==> src/rtl/uart_tx.sv <==
// -----------------------------------------------------------------------------
// uart_tx
//
// Purpose:
//   UART transmitter. Accepts one byte per valid/ready handshake and
//   serialises it on tx_o as: start bit, data bits LSB-first, an optional
//   parity bit, then one or two stop bits. Each bit lasts DIV clock cycles,
//   where DIV = p_clk_speed_hz / p_baud_rate (truncated). The frame format
//   matches the uart_rx controls, so a loopback with identical settings is
//   lossless.
//
// Optional feature macro:
//   UART_TX_DATA7_EN : when defined, frames carry 7 data bits (data_i[6:0]).
//                      data_i[7] is not sent and is excluded from parity.
//                      When undefined, frames carry all 8 bits of data_i.
//
// Parameters:
//   p_clk_speed_hz : input clock frequency in Hz
//   p_baud_rate    : line bit rate
//
// Ports:
//   clk_i        in   clock, rising edge
//   rst_i        in   asynchronous reset, active high
//   enable_i     in   permits leaving IDLE; a frame in progress always completes
//   data_i[7:0]  in   byte to send, sampled on the handshake
//   valid_i      in   data_i valid
//   ready_o      out  high only in IDLE with enable_i high
//   parity_en_i  in   1 = append parity bit
//   parity_sel_i in   1 = even parity, 0 = odd parity
//   stop_bits_i  in   0 = one stop bit, 1 = two stop bits
//   tx_o         out  serial line, idle high, registered
//   busy_o       out  high from the cycle after the handshake until frame end
//   done_o       out  one-cycle pulse in the last cycle of the final stop bit
//   state_o[2:0] out  debug view of the FSM state register
//
// Handshake: a byte transfers on a rising edge where valid_i and ready_o are
// both high. The source must hold valid_i and data_i stable until then;
// valid_i while the transmitter is busy is simply not accepted.
// -----------------------------------------------------------------------------
module uart_tx #(
    parameter int p_clk_speed_hz = 50_000_000,
    parameter int p_baud_rate    = 9_600
) (
    input  logic       clk_i,
    input  logic       rst_i,
    input  logic       enable_i,
    input  logic [7:0] data_i,
    input  logic       valid_i,
    output logic       ready_o,
    input  logic       parity_en_i,
    input  logic       parity_sel_i,
    input  logic       stop_bits_i,
    output logic       tx_o,
    output logic       busy_o,
    output logic       done_o,
    output logic [2:0] state_o
);

    localparam int DIV = p_clk_speed_hz / p_baud_rate;
    localparam int CW  = (DIV < 2) ? 1 : $clog2(DIV);

`ifdef UART_TX_DATA7_EN
    localparam int N = 7;
`else
    localparam int N = 8;
`endif

    localparam logic [CW-1:0] BIT_LAST = CW'(DIV - 1);
    localparam logic [2:0]    IDX_LAST = 3'(N - 1);

    generate
        if (DIV < 2) begin : g_bad_div
            $error("uart_tx: p_clk_speed_hz / p_baud_rate must be at least 2");
        end
    endgenerate

    typedef enum logic [2:0] {
        S_IDLE   = 3'd0,
        S_START  = 3'd1,
        S_DATA   = 3'd2,
        S_PARITY = 3'd3,
        S_STOP1  = 3'd4,
        S_STOP2  = 3'd5
    } state_t;

    state_t          state_q, state_d;
    logic [CW-1:0]   cnt_q, cnt_d;
    logic [2:0]      idx_q, idx_d;
    logic [N-1:0]    data_q;
    logic            par_en_q;
    logic            par_even_q;
    logic            two_stop_q;
    logic            tx_q, tx_d;
    logic            busy_q;
    logic            ready_q;
    logic            handshake;
    logic            bit_end;
    logic            parity_bit;
    logic            done;

    // ready_q says "state is IDLE"; gating with enable_i here makes a drop
    // of enable_i take effect in the same cycle.
    assign ready_o    = ready_q & enable_i;
    assign handshake  = valid_i & ready_o & (state_q == S_IDLE);
    assign bit_end    = (cnt_q == BIT_LAST);
    // Even parity = XOR of the data bits; odd parity is its inverse.
    assign parity_bit = (^data_q) ^ ~par_even_q;

    always_comb begin
        state_d = state_q;
        cnt_d   = '0;
        idx_d   = idx_q;
        done    = 1'b0;

        // The bit-time counter runs in every non-idle state and wraps at
        // the end of each bit.
        if (state_q != S_IDLE && !bit_end) begin
            cnt_d = cnt_q + 1'b1;
        end

        case (state_q)
            S_IDLE: begin
                if (handshake) begin
                    state_d = S_START;
                end
            end
            S_START: begin
                if (bit_end) begin
                    state_d = S_DATA;
                    idx_d   = '0;
                end
            end
            S_DATA: begin
                if (bit_end) begin
                    if (idx_q == IDX_LAST) begin
                        state_d = par_en_q ? S_PARITY : S_STOP1;
                    end else begin
                        idx_d = idx_q + 3'd1;
                    end
                end
            end
            S_PARITY: begin
                if (bit_end) begin
                    state_d = S_STOP1;
                end
            end
            S_STOP1: begin
                if (bit_end) begin
                    if (two_stop_q) begin
                        state_d = S_STOP2;
                    end else begin
                        state_d = S_IDLE;
                        done    = 1'b1;
                    end
                end
            end
            S_STOP2: begin
                if (bit_end) begin
                    state_d = S_IDLE;
                    done    = 1'b1;
                end
            end
            default: begin
                state_d = S_IDLE;
            end
        endcase

        // tx_o is registered, so the line level is decoded from the state
        // being entered; this makes tx_o fall on the handshake edge itself.
        case (state_d)
            S_START:  tx_d = 1'b0;
            S_DATA:   tx_d = data_q[idx_d];
            S_PARITY: tx_d = parity_bit;
            default:  tx_d = 1'b1;
        endcase
    end

    always_ff @(posedge clk_i or posedge rst_i) begin
        if (rst_i) begin
            state_q    <= S_IDLE;
            cnt_q      <= '0;
            idx_q      <= '0;
            data_q     <= '0;
            par_en_q   <= 1'b0;
            par_even_q <= 1'b0;
            two_stop_q <= 1'b0;
            tx_q       <= 1'b1;
            busy_q     <= 1'b0;
            ready_q    <= 1'b0;
        end else begin
            state_q <= state_d;
            cnt_q   <= cnt_d;
            idx_q   <= idx_d;
            tx_q    <= tx_d;
            busy_q  <= (state_d != S_IDLE);
            ready_q <= (state_d == S_IDLE);
            // Shadow copies: the frame in flight ignores later input changes.
            if (handshake) begin
                data_q     <= data_i[N-1:0];
                par_en_q   <= parity_en_i;
                par_even_q <= parity_sel_i;
                two_stop_q <= stop_bits_i;
            end
        end
    end

    assign tx_o    = tx_q;
    assign busy_o  = busy_q;
    assign done_o  = done;
    assign state_o = state_q;

endmodule

==> config.mk <==
export PLATFORM = sky130hd
export DESIGN_NAME = uart_tx
export DESIGN_NICKNAME = d
export VERILOG_FILES = /design/src/rtl/uart_tx.sv
export SDC_FILE = /design/constraint.sdc
export NUM_CORES = 1
export LEC_CHECK = 0
export ABC_AREA = 1
export CAP_MARGIN = 20
export CORE_MARGIN = 1.5
export CORE_UTILIZATION = 33
export DETAILED_ROUTE_END_ITERATION = 8
export GPL_TIMING_DRIVEN = 0
export MAX_ROUTING_LAYER = met4
export PLACE_DENSITY = 0.51
export REMOVE_ABC_BUFFERS = 1
export SKIP_CTS_REPAIR_TIMING = 1
export SYNTH_ARGS = -nofsm -noshare
export SYNTH_HDL_FRONTEND = slang
export SYNTH_SLANG_ARGS = --single-unit
==> constraint.sdc <==
create_clock -name clk_i -period 2.03 [get_ports clk_i]
set_input_delay 0.406 -clock clk_i [delete_from_list [all_inputs] [get_ports clk_i]]
set_output_delay 0.406 -clock clk_i [all_outputs]
set_load 0.05 [all_outputs]
== Word-level counts from Yosys, hierarchy flattened ==
Cells that the tools add are included.

* Output and inout port bits: 7
* Word-level logic and storage cells: 57
* Input bits: 15
* Bits in registers: 33

* Eq/ne operators: 10
* Bitwise gates (word level): 5
* Order comparisons: 1
* $add $sub $neg: 2
* Reduce and logical (&&, ||, !) cells: 7
* Multiplexer cells: 22

{| class="wikitable"
|+ Operators by type and width
! cell !! number
|-
| 3-bit 2-to-1 mux || 12
|-
| 3-bit case mux with 6 select lines || 1
|-
| 13-bit by 1-bit adder with 13-bit output, second input constant || 1
|-
| 13-bit == test, second input constant || 1
|-
| 13-bit 2-to-1 mux || 1
|-
| 3-bit by 2-bit == test with 1-bit output, second input constant || 4
|-
| 3-bit == test, second input constant || 3
|-
| 8-bit XOR reduction || 1
|-
| 3-bit by 1-bit == test with 1-bit output, second input constant || 2
|-
| 3-bit logical NOT || 2
|-
| 3-bit case mux with 2 select lines || 1
|-
| 3-bit nonzero test || 2
|-
| 3-bit by 4-bit < comparator with 1-bit output, second input constant || 1
|-
| 1-bit 2-to-1 mux || 4
|-
| 3-bit by 1-bit adder with 3-bit output, second input constant || 1
|-
| 1-bit bitwise AND || 3
|-
| 1-bit binary-select mux with 3-bit select || 1
|-
| 1-bit case mux with 3 select lines || 1
|-
| 1-bit case mux with 2 select lines || 1
|-
| 1-bit logical AND || 1
|-
| 1-bit logical NOT || 1
|-
| 1-bit NOT || 1
|-
| 1-bit XOR || 1
|}

== Logic depth before layout (Yosys ltp) ==
* Depth in word-level cells: 7
* Mapped depth: 14
* Depth with buffers taken out: 14

== Worst setup path after synthesis ==
Ideal clock, no wire load.

* Path type: register to output
* Start point: register cnt_q[0]
* End point: output done_o
* Data arrival time: 1.720 ns
* Slack: -0.096 ns
* Stages on the path, launching flop included: 8
* Cells stage by stage: dfrtp_1 ha_1 nand2_1 nor2_1 nand2_1 nor2_8 nand2_1 nor2_1

* Word-level cells in the longest chain between the ends: 3

{| class="wikitable"
|+ RTL lines
! element !! RTL line !! RTL
|-
| start: declaration || 87 || <nowiki>logic [CW-1:0] cnt_q, cnt_d;</nowiki>
|-
| start signal: assignment || 192 || <nowiki>cnt_q <= cnt_d;</nowiki>
|-
| 13-bit == test (*) || 105 || <nowiki>assign bit_end = (cnt_q == BIT_LAST);</nowiki>
|-
| 1-bit 2-to-1 mux, on equally long branches || 158, 148 ||
|-
| 1-bit case mux with 2 select lines (*) || 121 || <nowiki>case (state_q)</nowiki>
|-
| end: declaration || 55 || <nowiki>output logic done_o,</nowiki>
|}

Mark *: on every way between the ends. The rest lies on a longest branch, timed or not.

== Worst setup path after layout ==
Ends and elaborated chain as after synthesis.

==> out/summary.txt <==
Number of global-route vias before repair = 1604
Final WL = 3.75 mm
Synth Area per Inst = 8.30 um2
# rows = 27
Reg power frac = 56.0%
Layout cells sized above 1 = 22.1%
Via count = 1511
Clk pwr share = 40.1%
Iter 0 DRT Violations = 51
DR WL/cell = 11.2 um
Fin nets = 279
First-pass GRT wire length = 6.98 mm
Sw Share = 21.3%
Initial core utilization = 34.7%
Data arrival time of the worst path = 1.68 ns
Min cycle time layout = 2.09 ns
Cell mode on critical path = nand2_1
CTS sink cnt = 33
CTS Buf Count = 5
Status = finished, violations left
Cells along the critical path = ha_2 -> nand2_1 -> nor2_2 -> nand2_2 -> nor2_8 -> nand2_1 -> nor2_1 -> buf_6
Dpl cells = 324
Pwr/cell area = 495 nW/um2
CTS tree = done
Largest net degree at the start of global routing = 24
1st-pass router iterations = 4
Critical Path Sink Type = output pin
Crit path largest cell delay = 0.38 ns
Violated checks = setup timing
CP max stage cell = dfrtp_1
Crit Path Category = reg -> out
Worst-path clk slew = 0.07 ns
Chip Height = 79.5 um
Synth unique cells = 33
Global route overflow = 0
Clk buf depth = 2
Hold Violations, Final = 0
RSZ-0062 raised after global routing = yes
GPL Wtd Cong = 0.826
Placeable Area = 5570 um2
Gate power share = 3.9%
Lkg Pwr = 1.15 nW
Fin crit share = 103%
Cell count after synthesis = 233
Post-route antenna net violation count = 0
VDD IR max = 0.000311 V
CTS root buffer = clkbuf_8
Crit. path cell count = 8
Buffers & Inverters on Critical Path = 1
Worst-case clock skew = 0.00612 ns
Final Setup Violations = 1
Design Power = 1.17 mW
Total track usage = 14.5%
Max-Slew Margin vs Limit = 65.1%
I/O pin cnt = 22
Initial antenna violation count = 0
Die width = 79.5 um
Fmax = 0.478 GHz
Switch Pwr = 0.250 mW
Setup slack after layout = -0.0601 ns
Register area share after synthesis = 42.8%
Slew Limit Fails = 0
CTS H-tree lvls = 2
I/O Buffers = 21
Total die area = 6330 um2
CP Data Required Time = 1.62 ns
DP HPWL = 2.85 mm
Critical-path maximum fanout = 6
Worst Tran Pin Value = 0.523 ns
ANT cells = 0
Top delay family on crit path = simple AND/OR/NAND/NOR gates
Ys Warns = 0
Vias per cell = 4.51
Crit start category = register
Final TNS setup = -0.0601 ns
R2R cell count = 14
Worst skew pair latency = 0.28 ns
Max-Cap Viols = 0
Area grow syn2layout = 22.8%
Register bit total from synthesis = 33
Finished Layout Cells = 335
Worst hold path type = in -> async
Power Internal = 0.924 mW
Mapped cell area = 1930 um2
DRC viols = 0
Number of fill cells = 587
==> layout by cell type (no fill, tap or decap), drive strengths merged, types with 2 or more instances in the layout <==
master / netlist / routed
nand3: 29 / 29
clkbuf: 0 / 6
o21ai: 3 / 3
nand4: 2 / 2
mux2: 4 / 4
inv: 41 / 41
a21oi: 15 / 15
dlymetal6s2s: 0 / 2
clkinv: 0 / 2
xor2: 3 / 3
buf: 3 / 5
nand2: 43 / 43
dfrtp: 32 / 32
clkdlybuf4s50: 0 / 18
nor2: 28 / 28
ha: 2 / 2
nor3b: 4 / 4
xnor2: 5 / 5
o211ai: 3 / 3
nor3: 11 / 11
==> per-layer routing <==
metal / wire [um] / share of wire [%] / track usage (%) / vias to the layer above
met5: 0 / 0 / - / -
met2: 1760 / 47 / 23.6 / 25
met1: 1820 / 48 / 16.9 / 678
met4: 45 / 1.2 / 5.44 / 0
li1: - / - / - / 801
met3: 130 / 3.5 / 4.34 / 7
==> final cells by class <==
cell class	instances	area (um2)	share of cell area [%]
flip-flops and latches	33	827	34.8
well taps	72	90.1	3.80
inverters	41	154	6.48
clock inverters	2	10.0	0.422
repair buffers	25	267	11.2
multi-input cells	156	953	40.2
clock buffers	6	72.6	3.06
==> cells by family (layout without fill, tap and decap cells) <==
kind of cell	after synthesis	after routing	synth area share (%)
AOI/OAI and AO/OA	22	22	6.80
muxes	4	4	2.33
xor gates and xnor gates	8	8	3.62
buffers and inverters	44	74	8.67
DFF	33	33	42.8
adders and majority gates	2	2	1.29
and+or+nand+nor	120	120	34.5
==> power groups by stage <==
stage / logic, mW / registers (mW) / clock network (mW)
3_3_place_gp: 0.0408 / 0.670 / 0
5_1_grt: 0.0527 / 0.657 / 0.522
6_report: 0.0460 / 0.658 / 0.471
4_1_cts: 0.0482 / 0.657 / 0.495
2_1_floorplan: 0.00987 / 0.670 / 0
3_5_place_dp: 0.0480 / 0.670 / 0
==> Yosys cell counts (all sizes together) <==
library cell | instances | area share (%)
nor2 | 28 | 7.3
or2 | 1 | 0.32
o211ai | 3 | 1.2
o21ai | 3 | 0.78
inv | 41 | 8.0
ha | 2 | 1.3
mux2 | 4 | 2.3
nand3 | 29 | 7.5
xor2 | 3 | 1.4
dfstp | 1 | 1.4
nor3b | 4 | 1.8
nand3b | 1 | 0.39
dfrtp | 32 | 41
nor4 | 1 | 1.1
nor3 | 11 | 4.2
a21oi | 15 | 4.5
o21a | 1 | 0.39
buf | 3 | 0.71
nand2 | 43 | 10
xnor2 | 5 | 2.3
nand4 | 2 | 1.4
==> per-stage QoR <==
stage	hold slack, ns	setup slack (ns)	utilization [%]	area [um2]
2_1_floorplan	0.433	-0.0965	-	1920
3_3_place_gp	0.454	-0.444	39.8	2220
3_5_place_dp	0.461	-0.447	40.3	2250
4_1_cts	0.470	-0.760	41.8	2330
5_1_grt	0.494	-0.177	42.6	2370
6_report	0.459	-0.0601	42.6	2370
==> state kept, by name, summed over array words and instances (netlist names) <==
register / cells
ready_q: 1
state_o: 3
tx_o: 1
busy_o: 1
par_even_q: 1
idx_q: 3
two_stop_q: 1
data_q: 8
par_en_q: 1
cnt_q: 13
==> final timing paths <==
check,from,endpoint,slack [ns]
min in group clk_i,cnt_q[0],cnt_q[0],0.47
max in group asynchronous,rst_i,tx_o,1.00
max,cnt_q[0],done_o,-0.06
max reg2reg,cnt_q[0],tx_o,0.14
min reg2reg,cnt_q[0],cnt_q[0],0.47
min,rst_i,cnt_q[12],0.46
==> worst reg2reg max path, delay by kind of cell, from the launching register on <==
kind / cells / cell delay, ns
buf+inv: 1 / 0.16
fa+ha+maj: 1 / 0.20
flops: 1 / 0.38
simple gates: 12 / 1.09
Power figures use the tool's default switching activity.
